### src/rtl/adc_capture_if.sv
// ADC sample stream, control levels and capture outputs shared by the sequencer and its
// neighbours: slave = the sequencer, master = the sample source / controller side.
interface adc_capture_if #(
  parameter int N_SAMPLES = 32,
  parameter int SAMPLE_W  = 14
);
  logic [SAMPLE_W-1:0] adc_data;
  logic                adc_valid;
  logic                arm;
  logic                continuous;
  logic [SAMPLE_W-1:0] threshold;
  logic [SAMPLE_W-1:0] waveform [N_SAMPLES];
  logic                acquire;
  logic                busy;
  logic [2:0]          state;
  logic [15:0]         record_count;

  modport master (
    output adc_data, adc_valid, arm, continuous, threshold,
    input  waveform, acquire, busy, state, record_count
  );

  modport slave (
    input  adc_data, adc_valid, arm, continuous, threshold,
    output waveform, acquire, busy, state, record_count
  );
endinterface

### src/rtl/adc_capture_sequencer.sv
// One ADC acquisition cycle: arm, trigger, capture a fixed record, hold it for the serializer.
// Optional macro ADC_THRESH_TRIG_EN selects a rising-crossing threshold trigger.
module adc_capture_sequencer #(
  parameter int N_SAMPLES      = 32,
  parameter int SAMPLE_W       = 14,
  parameter int SEND_CYCLES    = 962,
  parameter int HOLDOFF_CYCLES = 1000
) (
  input  logic         clk,
  input  logic         rst_n,
  adc_capture_if.slave cap_if
);
  localparam int IDX_W   = $clog2(N_SAMPLES);
  localparam int CNT_MAX = (SEND_CYCLES > HOLDOFF_CYCLES) ? SEND_CYCLES : HOLDOFF_CYCLES;
  localparam int CNT_W   = $clog2(CNT_MAX);

  localparam logic [2:0] S_IDLE    = 3'd0;
  localparam logic [2:0] S_WAIT    = 3'd1;
  localparam logic [2:0] S_CAPTURE = 3'd2;
  localparam logic [2:0] S_SEND    = 3'd3;
  localparam logic [2:0] S_HOLDOFF = 3'd4;

  localparam logic [IDX_W-1:0] LAST_IDX  = IDX_W'(N_SAMPLES - 1);
  localparam logic [CNT_W-1:0] SEND_LOAD = CNT_W'(SEND_CYCLES - 1);
  localparam logic [CNT_W-1:0] HOLD_LOAD = CNT_W'(HOLDOFF_CYCLES - 1);

  logic [2:0]          state_q, state_d;
  logic [IDX_W-1:0]    idx_q, idx_d;
  logic [CNT_W-1:0]    cnt_q, cnt_d;
  logic [15:0]         rc_q, rc_d;
  logic                acquire_q, acquire_d;
  logic                busy_q;
  logic                wr_en;
  logic [IDX_W-1:0]    wr_idx;
  logic                trig;
  logic [SAMPLE_W-1:0] wave_q [N_SAMPLES];

`ifdef ADC_THRESH_TRIG_EN
  // Previous valid sample seen in WAIT_TRIG; all-ones on entry so the first sample cannot trigger.
  logic [SAMPLE_W-1:0] prev_q, prev_d;

  assign trig = cap_if.adc_valid && (cap_if.adc_data >= cap_if.threshold)
                && (prev_q < cap_if.threshold);

  always_comb begin
    prev_d = prev_q;
    if (state_d == S_WAIT && state_q != S_WAIT) begin
      prev_d = '1;
    end else if (state_q == S_WAIT && cap_if.adc_valid) begin
      prev_d = cap_if.adc_data;
    end
  end

  always_ff @(posedge clk) begin
    if (!rst_n) prev_q <= '1;
    else        prev_q <= prev_d;
  end
`else
  logic unused_threshold;

  assign trig             = cap_if.adc_valid;
  assign unused_threshold = ^cap_if.threshold;
`endif

  always_comb begin
    state_d   = state_q;
    idx_d     = idx_q;
    cnt_d     = cnt_q;
    rc_d      = rc_q;
    acquire_d = acquire_q;
    wr_en     = 1'b0;
    wr_idx    = idx_q;
    case (state_q)
      S_IDLE: begin
        if (cap_if.arm) state_d = S_WAIT;
      end
      S_WAIT: begin
        if (trig) begin
          wr_en   = 1'b1;
          wr_idx  = '0;
          idx_d   = IDX_W'(1);
          state_d = S_CAPTURE;
        end
      end
      S_CAPTURE: begin
        if (cap_if.adc_valid) begin
          wr_en = 1'b1;
          idx_d = idx_q + IDX_W'(1);
          if (idx_q == LAST_IDX) begin
            idx_d     = '0;
            cnt_d     = SEND_LOAD;
            acquire_d = 1'b0;
            state_d   = S_SEND;
          end
        end
      end
      S_SEND: begin
        if (cnt_q == '0) begin
          rc_d      = rc_q + 16'd1;
          acquire_d = 1'b1;
          if (cap_if.continuous) begin
            cnt_d   = HOLD_LOAD;
            state_d = S_HOLDOFF;
          end else begin
            state_d = S_IDLE;
          end
        end else begin
          cnt_d = cnt_q - CNT_W'(1);
        end
      end
      S_HOLDOFF: begin
        if (cnt_q == '0) state_d = cap_if.continuous ? S_WAIT : S_IDLE;
        else             cnt_d   = cnt_q - CNT_W'(1);
      end
      default: begin
        state_d   = S_IDLE;
        acquire_d = 1'b1;
      end
    endcase
  end

  always_ff @(posedge clk) begin
    if (!rst_n) begin
      state_q   <= S_IDLE;
      idx_q     <= '0;
      cnt_q     <= '0;
      rc_q      <= '0;
      acquire_q <= 1'b1;
      busy_q    <= 1'b0;
    end else begin
      state_q   <= state_d;
      idx_q     <= idx_d;
      cnt_q     <= cnt_d;
      rc_q      <= rc_d;
      acquire_q <= acquire_d;
      busy_q    <= (state_d != S_IDLE);
    end
  end

  // Per-entry registers so reset can clear the whole record in one edge.
  for (genvar gi = 0; gi < N_SAMPLES; gi++) begin : g_wave
    always_ff @(posedge clk) begin
      if (!rst_n) begin
        wave_q[gi] <= '0;
      end else if (wr_en && wr_idx == IDX_W'(gi)) begin
        wave_q[gi] <= cap_if.adc_data;
      end
    end
  end

  assign cap_if.waveform     = wave_q;
  assign cap_if.acquire      = acquire_q;
  assign cap_if.busy         = busy_q;
  assign cap_if.state        = state_q;
  assign cap_if.record_count = rc_q;
endmodule

### src/flat_wrapper.sv
// flat-port wrapper written by rule: the top's interface ports become plain ports
module adc_capture_sequencer_flat 
#(
  parameter int N_SAMPLES      = 32,
  parameter int SAMPLE_W       = 14,
  parameter int SEND_CYCLES    = 962,
  parameter int HOLDOFF_CYCLES = 1000
)
  (clk, rst_n, cap_if_adc_data, cap_if_adc_valid, cap_if_arm, cap_if_continuous, cap_if_threshold, cap_if_waveform, cap_if_acquire, cap_if_busy, cap_if_state, cap_if_record_count);
  adc_capture_if #(.N_SAMPLES(N_SAMPLES), .SAMPLE_W(SAMPLE_W)) cap_if_i ();
  input  logic clk;
  input  logic rst_n;
  input wire logic [$bits(cap_if_i.adc_data)-1:0] cap_if_adc_data;
  input wire logic [$bits(cap_if_i.adc_valid)-1:0] cap_if_adc_valid;
  input wire logic [$bits(cap_if_i.arm)-1:0] cap_if_arm;
  input wire logic [$bits(cap_if_i.continuous)-1:0] cap_if_continuous;
  input wire logic [$bits(cap_if_i.threshold)-1:0] cap_if_threshold;
  output wire logic [$bits(cap_if_i.waveform)-1:0] cap_if_waveform;
  output wire logic [$bits(cap_if_i.acquire)-1:0] cap_if_acquire;
  output wire logic [$bits(cap_if_i.busy)-1:0] cap_if_busy;
  output wire logic [$bits(cap_if_i.state)-1:0] cap_if_state;
  output wire logic [$bits(cap_if_i.record_count)-1:0] cap_if_record_count;
  assign cap_if_i.adc_data = cap_if_adc_data;
  assign cap_if_i.adc_valid = cap_if_adc_valid;
  assign cap_if_i.arm = cap_if_arm;
  assign cap_if_i.continuous = cap_if_continuous;
  assign cap_if_i.threshold = cap_if_threshold;
  assign cap_if_waveform = {>>{cap_if_i.waveform}};
  assign cap_if_acquire = cap_if_i.acquire;
  assign cap_if_busy = cap_if_i.busy;
  assign cap_if_state = cap_if_i.state;
  assign cap_if_record_count = cap_if_i.record_count;
  adc_capture_sequencer #(.N_SAMPLES(N_SAMPLES), .SAMPLE_W(SAMPLE_W), .SEND_CYCLES(SEND_CYCLES), .HOLDOFF_CYCLES(HOLDOFF_CYCLES)) u_core (.clk(clk), .rst_n(rst_n), .cap_if(cap_if_i));
endmodule
### config.mk
export PLATFORM = sky130hd
export DESIGN_NAME = adc_capture_sequencer_flat
export DESIGN_NICKNAME = d
export VERILOG_FILES = /design/src/rtl/adc_capture_if.sv /design/src/rtl/adc_capture_sequencer.sv /design/src/flat_wrapper.sv
export SDC_FILE = /design/constraint.sdc
export NUM_CORES = 1
export LEC_CHECK = 0
export ABC_AREA = 1
export CORE_AREA = 2 2 194 196
export CTS_CLUSTER_SIZE = 10
export DETAILED_ROUTE_END_ITERATION = 7
export DIE_AREA = 0 0 196 198
export PLACE_DENSITY = 0.89
export SLEW_MARGIN = 20
export SYNTH_ARGS = -nofsm -noshare
export SYNTH_HDL_FRONTEND = slang
export SYNTH_SLANG_ARGS = --single-unit
### constraint.sdc
create_clock -name clk -period 5.2 [get_ports clk]
set_input_delay 1.3 -clock clk [delete_from_list [all_inputs] [get_ports clk]]
set_output_delay 1.3 -clock clk [all_outputs]
set_load 0.02 [all_outputs]
; ---- Word level (Yosys, flattened, before mapping)
; Index checks and enable logic that the tools add are counted.
; W data, S select, Z words.
[totals]
ff_bits = 484
in_bits = 33
output_inout_bits = 469
elab_cells = 155
[op_classes]
add_sub_neg = 3
n_eq_ne = 42
mux = 27
bitwise = 1
n_reduce_logical = 44
[ops]
columns = op, n
row1 = $eq A5 B5 Y1 const B, 17
row2 = $mux W10, 5
row3 = $eq A5 B4 Y1 const B, 8
row4 = $logic_and A1 B1 Y1, 32
row5 = $pmux W10 S3, 1
row6 = $mux W5, 5
row7 = $mux W3, 7
row8 = $eq A5 B3 Y1 const B, 4
row9 = $add A16 B1 Y16 const B, 1
row10 = $pmux W3 S5, 1
row11 = $eq A5 B2 Y1 const B, 2
row12 = $logic_not A10 Y1, 1
row13 = $pmux W5 S2, 1
row14 = $sub A10 B1 Y10 const B, 1
row15 = $eq A3 B2 Y1 const B, 2
row16 = $mux W1, 6
row17 = $ne A2 B2 Y1 const B, 3
row18 = $reduce_bool A3 Y1, 2
row19 = $add A5 B1 Y5 const B, 1
row20 = $eq A5 B1 Y1 const B, 1
row21 = $logic_not A5 Y1, 1
row22 = $reduce_and A5 Y1, 1
row23 = $ne A2 B1 Y1 const B, 2
row24 = $reduce_and A4 Y1, 1
row25 = 11 further kinds, 11

; ---- Logic depth before layout (Yosys ltp)
; Gate-level depths: netlist (run 1).
[depth]
word_depth = 5
depth_mapped = 13
ltp_nobuf = 13

; ---- Least setup slack after synthesis (run 1)
; No wires, ideal clock.
[synth_timing]
path_kind = input to register
start = input port cap_if_adc_valid
end = register u_core.wave_q, in the netlist u_core.cap_if.waveform[157]
setup_ps = 132
arrival_time_ps = 2449
required_ps = 5068
setup_slack_ps = 2619
cell_stages = 8
n_path_buf = 1
path_cell_list = nand4_4 -> nand2_1 -> nand2_1 -> nor2_1 -> nand2_1 -> clkbuf_1 -> nand2_1 -> a21oi_1
[synth_between]
elab_chain_cells = 4
[synth_lines]
columns = item, line
row1 = start: declaration, flat_wrapper.sv:14  ; input wire logic [$bits(cap_if_i.adc_valid)-1:0] cap_if_adc_valid;
row2 = $mux W5, adc_capture_sequencer.sv:78  ; if (trig) begin
row3 = $mux W5, adc_capture_sequencer.sv:73  ; case (state_q)
row4 = $eq A5 B5 Y1, adc_capture_sequencer.sv:145  ; end else if (wr_en && wr_idx == IDX_W'(gi)) begin
row5 = $logic_and A1 B1 Y1 (*), adc_capture_sequencer.sv:145
row6 = end signal: indexed assignment, adc_capture_sequencer.sv:146  ; wave_q[gi] <= cap_if.adc_data;
row7 = end: declaration, adc_capture_sequencer.sv:36  ; logic [SAMPLE_W-1:0] wave_q [N_SAMPLES];
; Every way passes the cells marked *; elsewhere a longest branch is shown, timed or not.
; A chain may end at the register's enable or synchronous reset.

; ---- Worst setup path in the final report (run 1)
[layout_timing]
start = input port cap_if_adc_valid
end = register u_core.wave_q, in the netlist u_core.cap_if.waveform[380]
[layout_between]
elab_chain_cells = 4
[layout_lines]
columns = item, line
row1 = $mux W5, adc_capture_sequencer.sv:78
row2 = $mux W5, adc_capture_sequencer.sv:73
row3 = $eq A5 B3 Y1, adc_capture_sequencer.sv:145
row4 = $logic_and A1 B1 Y1 (*), adc_capture_sequencer.sv:145
; Marked as above.

==> results.cfg, run 1 <==
[outcome]
run_status = finished, final reports clean

[clock_tree]
cts_hold_repair.buffers = 0
post_cts_buffers = 0
ctsHtreeMaxLevel = 2
post_cts.resized_instances = 0
clock_insertion_delay_worst_skew_ps = 630
cts_inserted_buffers = 55
cts_root_buffer = sky130_fd_sc_hd__clkbuf_16
cts.reportedPaths.clkPinSlew_ps = 50
tritoncts_clock_tree = built
clock_buffer_depth = 3
cts.sink_count = 484

[pwr]
combinationalPowerShare = 0.045
p_sw_frac = 0.230
leakage_nw = 9.02
power.internal_mw = 5.79
clkPwrFrac = 0.458
power.density_cell_area_nw_per_um2 = 312
switchingPower_mw = 1.73
sequentialPowerShare = 0.497
ir_drop_mv = 0.268

[die]
die_w_um = 196
top_level_ports = 502
die_area_sq_um = 38800
design.core.area_sq_um = 37000
initial_utilization = 0.483
placement_rows = 71
chipHeight_um = 198

[worst_setup_path]
r2r_slack_ps = 2420
worstSetupEndpointType = register
cp_required_ps = 5670
cp.arrival_ps = 4020
setup.worst_path.start_class = primary input
path_max_fanout = 28
timing_worst_setup_path_type = primary input to register

[min_path]
min-delay-path-class = register to register

[yosys]
postSynthRegisterBits = 484
postSynthNetCount = 2377
seq_area_frac_synth = 0.542
postSynthCellCount = 2340
synth.cell_area_sq_um = 17900
netlist-cell-type-count = 31
yosys_warnings = 0
syn_avg_cell_area_sq_um = 7.64

[detailed_routing]
drcViolationCount = 0
detail_route.wirelength_mm = 61.6
drt_iter0_drc = 1224
ant_nets = 0
route.detailed.wl_per_inst_um = 19.2
first_pass_iteration_count_of_the_detailed_router = 5
detailroute.via_count = 17600
via_to_cell_ratio = 5.49

[global_route]
use_met2 = 0.513
grt_max_degree = 193
grt_pass1_wl_mm = 93.3
number_of_global_route_vias_before_repair = 17000
total_congestion_overflow_after_global_routing = 0
groute.layer.met1.usage = 0.349
antenna_found_initial = 0
gr-usage-all-layers = 0.307
grt-busiest-layer = met2
grt.met3_usage = 0.0870

[flow_run]
maxCapViolCount = 0

[final_layout]
area_delta_synth_final_pct = 35.0
drive_above_1_share = 0.0505
finish.cell_count_without_fillers = 3206
antenna_cells_inserted = 0
fill_cells = 2833
layout.nets = 2761

[timing]
fin_tns_setup_ps = 0
final_number_of_max_transition_violations = 0
worst-slew-pin-transition_ps = 1100
skew_ps = 25.7
max_freq_ghz = 0.282
setup-violations-final = 0
finalCriticalPeriod_ps = 3550
slew_headroom = 0.264
final_min_period_over_clock_period = 0.683
grt_setup_unrepaired = no
final_number_of_hold_violating_endpoints = 0

[placement]
port_buffers = 487
post-place-cells = 3141
gp_congestion = 0.864
dp_hpwl_mm = 38.5
layer usage:
layer	vias to the layer above	wire length (um)	share of wire
li1	8220	-	-
met1	8099	22700	0.37
met2	1013	28500	0.46
met3	255	6580	0.11
met4	0	3830	0.062
met5	-	0	0
layout make-up:
| cell class | count | area (sq um) | area share |
|---|---|---|---|
| clock inverters | 6 | 118 | 0.00488 |
| multi-input cells | 1516 | 6790 | 0.282 |
| flip-flops and latches | 484 | 9690 | 0.402 |
| clock buffers | 59 | 1400 | 0.0581 |
| repair buffers | 493 | 4870 | 0.202 |
| inverters | 174 | 654 | 0.0271 |
| well taps | 474 | 593 | 0.0246 |
cells in the mapped netlist:
master | n | area [sq um]
sky130_fd_sc_hd__a21oi_1 | 164 | 821
sky130_fd_sc_hd__a31oi_1 | 1 | 6.26
sky130_fd_sc_hd__buf_1 | 16 | 60.1
sky130_fd_sc_hd__buf_2 | 44 | 220
sky130_fd_sc_hd__buf_4 | 4 | 30.0
sky130_fd_sc_hd__buf_6 | 5 | 56.3
sky130_fd_sc_hd__clkbuf_1 | 97 | 364
sky130_fd_sc_hd__dfxtp_1 | 484 | 9690
sky130_fd_sc_hd__ha_1 | 4 | 50.1
sky130_fd_sc_hd__inv_1 | 148 | 556
sky130_fd_sc_hd__inv_2 | 26 | 97.6
sky130_fd_sc_hd__nand2_1 | 124 | 465
sky130_fd_sc_hd__nand2_2 | 13 | 81.3
sky130_fd_sc_hd__nand3_1 | 67 | 335
sky130_fd_sc_hd__nand3b_1 | 1 | 7.51
sky130_fd_sc_hd__nand4_1 | 6 | 37.5
sky130_fd_sc_hd__nand4_4 | 1 | 21.3
sky130_fd_sc_hd__nor2_1 | 670 | 2510
sky130_fd_sc_hd__nor2_2 | 2 | 12.5
sky130_fd_sc_hd__nor2_4 | 11 | 124
sky130_fd_sc_hd__nor2_8 | 1 | 20.0
sky130_fd_sc_hd__nor3_1 | 10 | 50.1
sky130_fd_sc_hd__nor3b_1 | 2 | 15.0
sky130_fd_sc_hd__nor4_1 | 1 | 6.26
sky130_fd_sc_hd__o211ai_1 | 3 | 22.5
sky130_fd_sc_hd__o21a_1 | 1 | 7.51
sky130_fd_sc_hd__o21ai_0 | 408 | 2040
sky130_fd_sc_hd__o21ai_1 | 19 | 95.1
sky130_fd_sc_hd__or2_2 | 1 | 6.26
sky130_fd_sc_hd__xnor2_1 | 1 | 8.76
sky130_fd_sc_hd__xor2_1 | 5 | 43.8
final timing paths:
| path | start | endpoint | depth (start not counted) |
|---|---|---|---|
| setup / recovery | cap_if_adc_valid | u_core.cap_if.waveform[380] | 9 |
| hold / removal | u_core.cap_if.waveform[181] | u_core.cap_if.waveform[181] | 2 |
| setup reg to reg | u_core.cap_if.state[1] | u_core.cap_if.waveform[380] | 10 |
| hold reg to reg | u_core.cap_if.waveform[181] | u_core.cap_if.waveform[181] | 2 |
through the flow:
| step | instance area [sq um] | utilization | setup slack (ps) | hold WS [ps] | total power, mW |
|---|---|---|---|---|---|
| floorplan | 17900 | - | 2620 | 459 | 4.02 |
| global placement | 22600 | 0.611 | 1090 | 431 | 4.14 |
| detailed placement | 22600 | 0.611 | 986 | 435 | 4.15 |
| CTS | 24100 | 0.653 | 1620 | 444 | 7.54 |
| global route | 24100 | 0.653 | 1370 | 452 | 7.73 |
| finish | 24100 | 0.653 | 1650 | 443 | 7.53 |
cells in the final DEF, fill, tap and decap left out, types with 2 or more instances in the layout:
master,netlist,routed
sky130_fd_sc_hd__a21oi_1,164,164
sky130_fd_sc_hd__buf_2,44,14
sky130_fd_sc_hd__buf_4,4,5
sky130_fd_sc_hd__bufinv_16,0,2
sky130_fd_sc_hd__clkbuf_1,97,3
sky130_fd_sc_hd__clkbuf_16,0,55
sky130_fd_sc_hd__clkdlybuf4s50_1,0,472
sky130_fd_sc_hd__clkinv_2,0,2
sky130_fd_sc_hd__clkinv_8,0,2
sky130_fd_sc_hd__dfxtp_1,484,484
sky130_fd_sc_hd__ha_1,4,4
sky130_fd_sc_hd__inv_1,148,148
sky130_fd_sc_hd__inv_2,26,25
sky130_fd_sc_hd__nand2_1,124,124
sky130_fd_sc_hd__nand2_2,13,13
sky130_fd_sc_hd__nand3_1,67,67
sky130_fd_sc_hd__nand4_1,6,6
sky130_fd_sc_hd__nor2_1,670,670
sky130_fd_sc_hd__nor2_2,2,2
sky130_fd_sc_hd__nor2_4,11,11
sky130_fd_sc_hd__nor3_1,10,10
sky130_fd_sc_hd__nor3b_1,2,2
sky130_fd_sc_hd__o211ai_1,3,3
sky130_fd_sc_hd__o21ai_0,408,408
sky130_fd_sc_hd__o21ai_1,19,19
sky130_fd_sc_hd__xor2_1,5,5
cell families (layout without fill, tap and decap cells):
logic type / after synthesis / count (layout) / synth area share
buffers and inverters: 340 / 732 / 0.0775
and+or+nand+nor: 910 / 910 / 0.207
adders and majority gates: 4 / 4 / 0.00280
xor gates and xnor gates: 6 / 6 / 0.00294
DFF: 484 / 484 / 0.542
AOI/OAI and AO/OA: 596 / 596 / 0.168
flip-flops by register name (all words and copies together) (netlist names):
name	count
u_core.cap_if.record_count	16
u_core.cnt_q	10
u_core.cap_if.acquire	1
u_core.cap_if.busy	1
u_core.idx_q	5
u_core.cap_if.waveform	448
u_core.cap_if.state	3
critical path, cell delays in order:
cell and delay, ps:
sky130_fd_sc_hd__clkdlybuf4s50_1 580, sky130_fd_sc_hd__nand4_4 190, sky130_fd_sc_hd__nand2_2 180, sky130_fd_sc_hd__inv_1 90
sky130_fd_sc_hd__nor2_4 580, sky130_fd_sc_hd__buf_4 360, sky130_fd_sc_hd__nand2_2 330, sky130_fd_sc_hd__o21ai_0 340
sky130_fd_sc_hd__a21oi_1 60
power by group through the flow:
stage               Combinational (mW)  Clock, mW  Sequential (mW)
finish                           0.339       3.45             3.74
global placement                 0.319          0             3.82
detailed placement               0.328          0             3.82
CTS                              0.331       3.47             3.74
floorplan                        0.189          0             3.83
global route                     0.364       3.63             3.74
Note: power is estimated with default switching activity, not from simulation.
==> inputs of run 2 (changes only) <==
Settings changed: CORE_AREA 2 2 194 196 to unset, CORE_UTILIZATION set to 43, DIE_AREA 0 0 196 198 to unset, PLACE_DENSITY 0.89 to 0.84.
Clock period 5.2 ns to 3.1 ns, I/O delays scaled along.
==> run 2 against run 1 <==
Worst setup slack got worse by 1000 ps. Final cell count rose by 3.0%. Clock skew decreased by 7.9 ps. Final area increased by 1.7%. Clock power rose by 68%. Critical endpoint is now u_core.cap_if.waveform[186]. Largest cell class unchanged.
==> results.cfg, run 2 (synthesis gave the netlist of run 1 again) <==
[pwr]
power_consumption_mw = 12.7
ir_drop_mv = 0.409
leakage_nw = 9.22
power.density_cell_area_nw_per_um2 = 516

[global_route]
grt_pass1_wl_mm = 92.8
antenna_found_initial = 0
grt_max_degree = 198
total_congestion_overflow_after_global_routing = 0
number_of_global_route_vias_before_repair = 16600
gr-usage-all-layers = 0.283

[clock_tree]
post_cts_buffers = 0
cts_hold_repair.buffers = 0
cts_inserted_buffers = 55
clock_insertion_delay_worst_skew_ps = 590
clock_buffer_depth = 3
cts_root_buffer = sky130_fd_sc_hd__clkbuf_16
ctsHtreeMaxLevel = 2
tritoncts_clock_tree = built
cts.reportedPaths.clkPinSlew_ps = 60
post_cts.resized_instances = 0
cts.sink_count = 484

[die]
initial_utilization = 0.437
chipHeight_um = 206
placement_rows = 74
design.core.area_sq_um = 40900
die_area_sq_um = 42400
die_w_um = 206
top_level_ports = 502

[timing]
final_min_period_over_clock_period = 0.805
setup-violations-final = 0
slew_headroom = 0.279
final_number_of_hold_violating_endpoints = 0
max_freq_ghz = 0.401
fin_tns_setup_ps = 0
grt_setup_unrepaired = no
final_number_of_max_transition_violations = 0
min_setup_slack_post_route_ps = 604
worst-slew-pin-transition_ps = 1080
finalCriticalPeriod_ps = 2500
skew_ps = 17.8

[placement]
gp_congestion = 0.865
pre_cts_ws_ps = 19.2
port_buffers = 487
dp_hpwl_mm = 39.9

[detailed_routing]
ant_nets = 0
first_pass_iteration_count_of_the_detailed_router = 6
via_to_cell_ratio = 5.33
detail_route.wirelength_mm = 61.7
detailroute.via_count = 17600
drt_iter0_drc = 1179
drcViolationCount = 0
route.detailed.wl_per_inst_um = 18.7

[worst_setup_path]
setup.worst_path.start_class = primary input
timing_worst_setup_path_type = primary input to register
worstSetupEndpointType = register
cp.arrival_ps = 2940
cp_required_ps = 3540
path_max_fanout = 28

[final_layout]
number_of_flip_flops_under_the_largest_register_name = 448
area_delta_synth_final_pct = 37.3
multi_input_comb_area_sq_um = 6800
antenna_cells_inserted = 0
register_area_sq_um = 9690
layout.nets = 2800
fill_cells = 3377
layout_commonest_cell = sky130_fd_sc_hd__nor2_1
fin_util = 0.599
drive_above_1_share = 0.0646
commonest_non_fill_non_tap_cells_in_the_layout = sky130_fd_sc_hd__nor2_1 (669), sky130_fd_sc_hd__dfxtp_1 (484), sky130_fd_sc_hd__clkdlybuf4s50_1 (472), sky130_fd_sc_hd__o21ai_0 (408), sky130_fd_sc_hd__a21oi_1 (164)

[outcome]
run_status = finished, final reports clean

[min_path]
min-delay-path-class = register to register

[flow_run]
maxCapViolCount = 0
-- run 2: changes by cell type in the layout (fill, tap and decap cells not counted), sizes merged --
cell	before	now
clkbuf	59	62
clkinv	4	0
buf	21	59
inv	174	175
clkinvlp	0	1
bufinv	2	1
-- run 2: final timing paths --
check	startpoint	to	slack [ps]	cells after the start
worst max-delay path	cap_if_adc_valid	u_core.cap_if.waveform[186]	600	8
worst min register to register	u_core.cap_if.waveform[412]	u_core.cap_if.waveform[412]	440	2
worst min-delay path	u_core.cap_if.waveform[412]	u_core.cap_if.waveform[412]	440	2
worst max register to register	u_core.cnt_q[0]	u_core.cap_if.record_count[12]	730	11
-- run 2: cell type report --
type,instances,share of cell area
Timing Repair Buffer,532,0.212
Inverter,174,0.0266
Sequential cell,484,0.395
Multi-Input combinational cell,1516,0.277
Clock buffer,61,0.0600
Clock inverter,3,0.00235
Tap cell,532,0.0271
-- run 2: report_power, final --
part | total (mW) | internal, mW | switching [mW]
Clock | 5.78 | 3.38 | 2.40
Combinational | 0.599 | 0.151 | 0.447
Sequential | 6.27 | 6.25 | 0.0191
Total | 12.7 | 9.79 | 2.87
-- run 2: per-layer routing --
layer / part of all wire / track usage / vias up / wire [um]
li1: - / - / 8303 / -
met1: 0.39 / 0.334 / 8221 / 23900
met2: 0.47 / 0.476 / 873 / 29200
met3: 0.091 / 0.0681 / 193 / 5630
met4: 0.048 / 0.147 / 0 / 2960
met5: 0 / 0 / - / 0
-- run 2: metrics by stage --
| step | hold WS, ps | std cells | area [sq um] |
|---|---|---|---|
| 6_report | 441 | 3302 | 24500 |
| 5_1_grt | 457 | 3302 | 24500 |
| 4_1_cts | 444 | 3302 | 24500 |
| 3_5_place_dp | 436 | 3238 | 23000 |
| 3_3_place_gp | 431 | 3238 | 23000 |
| 2_1_floorplan | 459 | 2340 | 17900 |
-- run 2: critical path, stage by stage --
cell,delay (ps)
sky130_fd_sc_hd__clkdlybuf4s50_1,580
sky130_fd_sc_hd__nand4_4,200
sky130_fd_sc_hd__o21ai_0,160
sky130_fd_sc_hd__inv_1,110
sky130_fd_sc_hd__nor2_1,290
sky130_fd_sc_hd__nand2_2,370
sky130_fd_sc_hd__o21ai_0,350
sky130_fd_sc_hd__a21oi_1,80
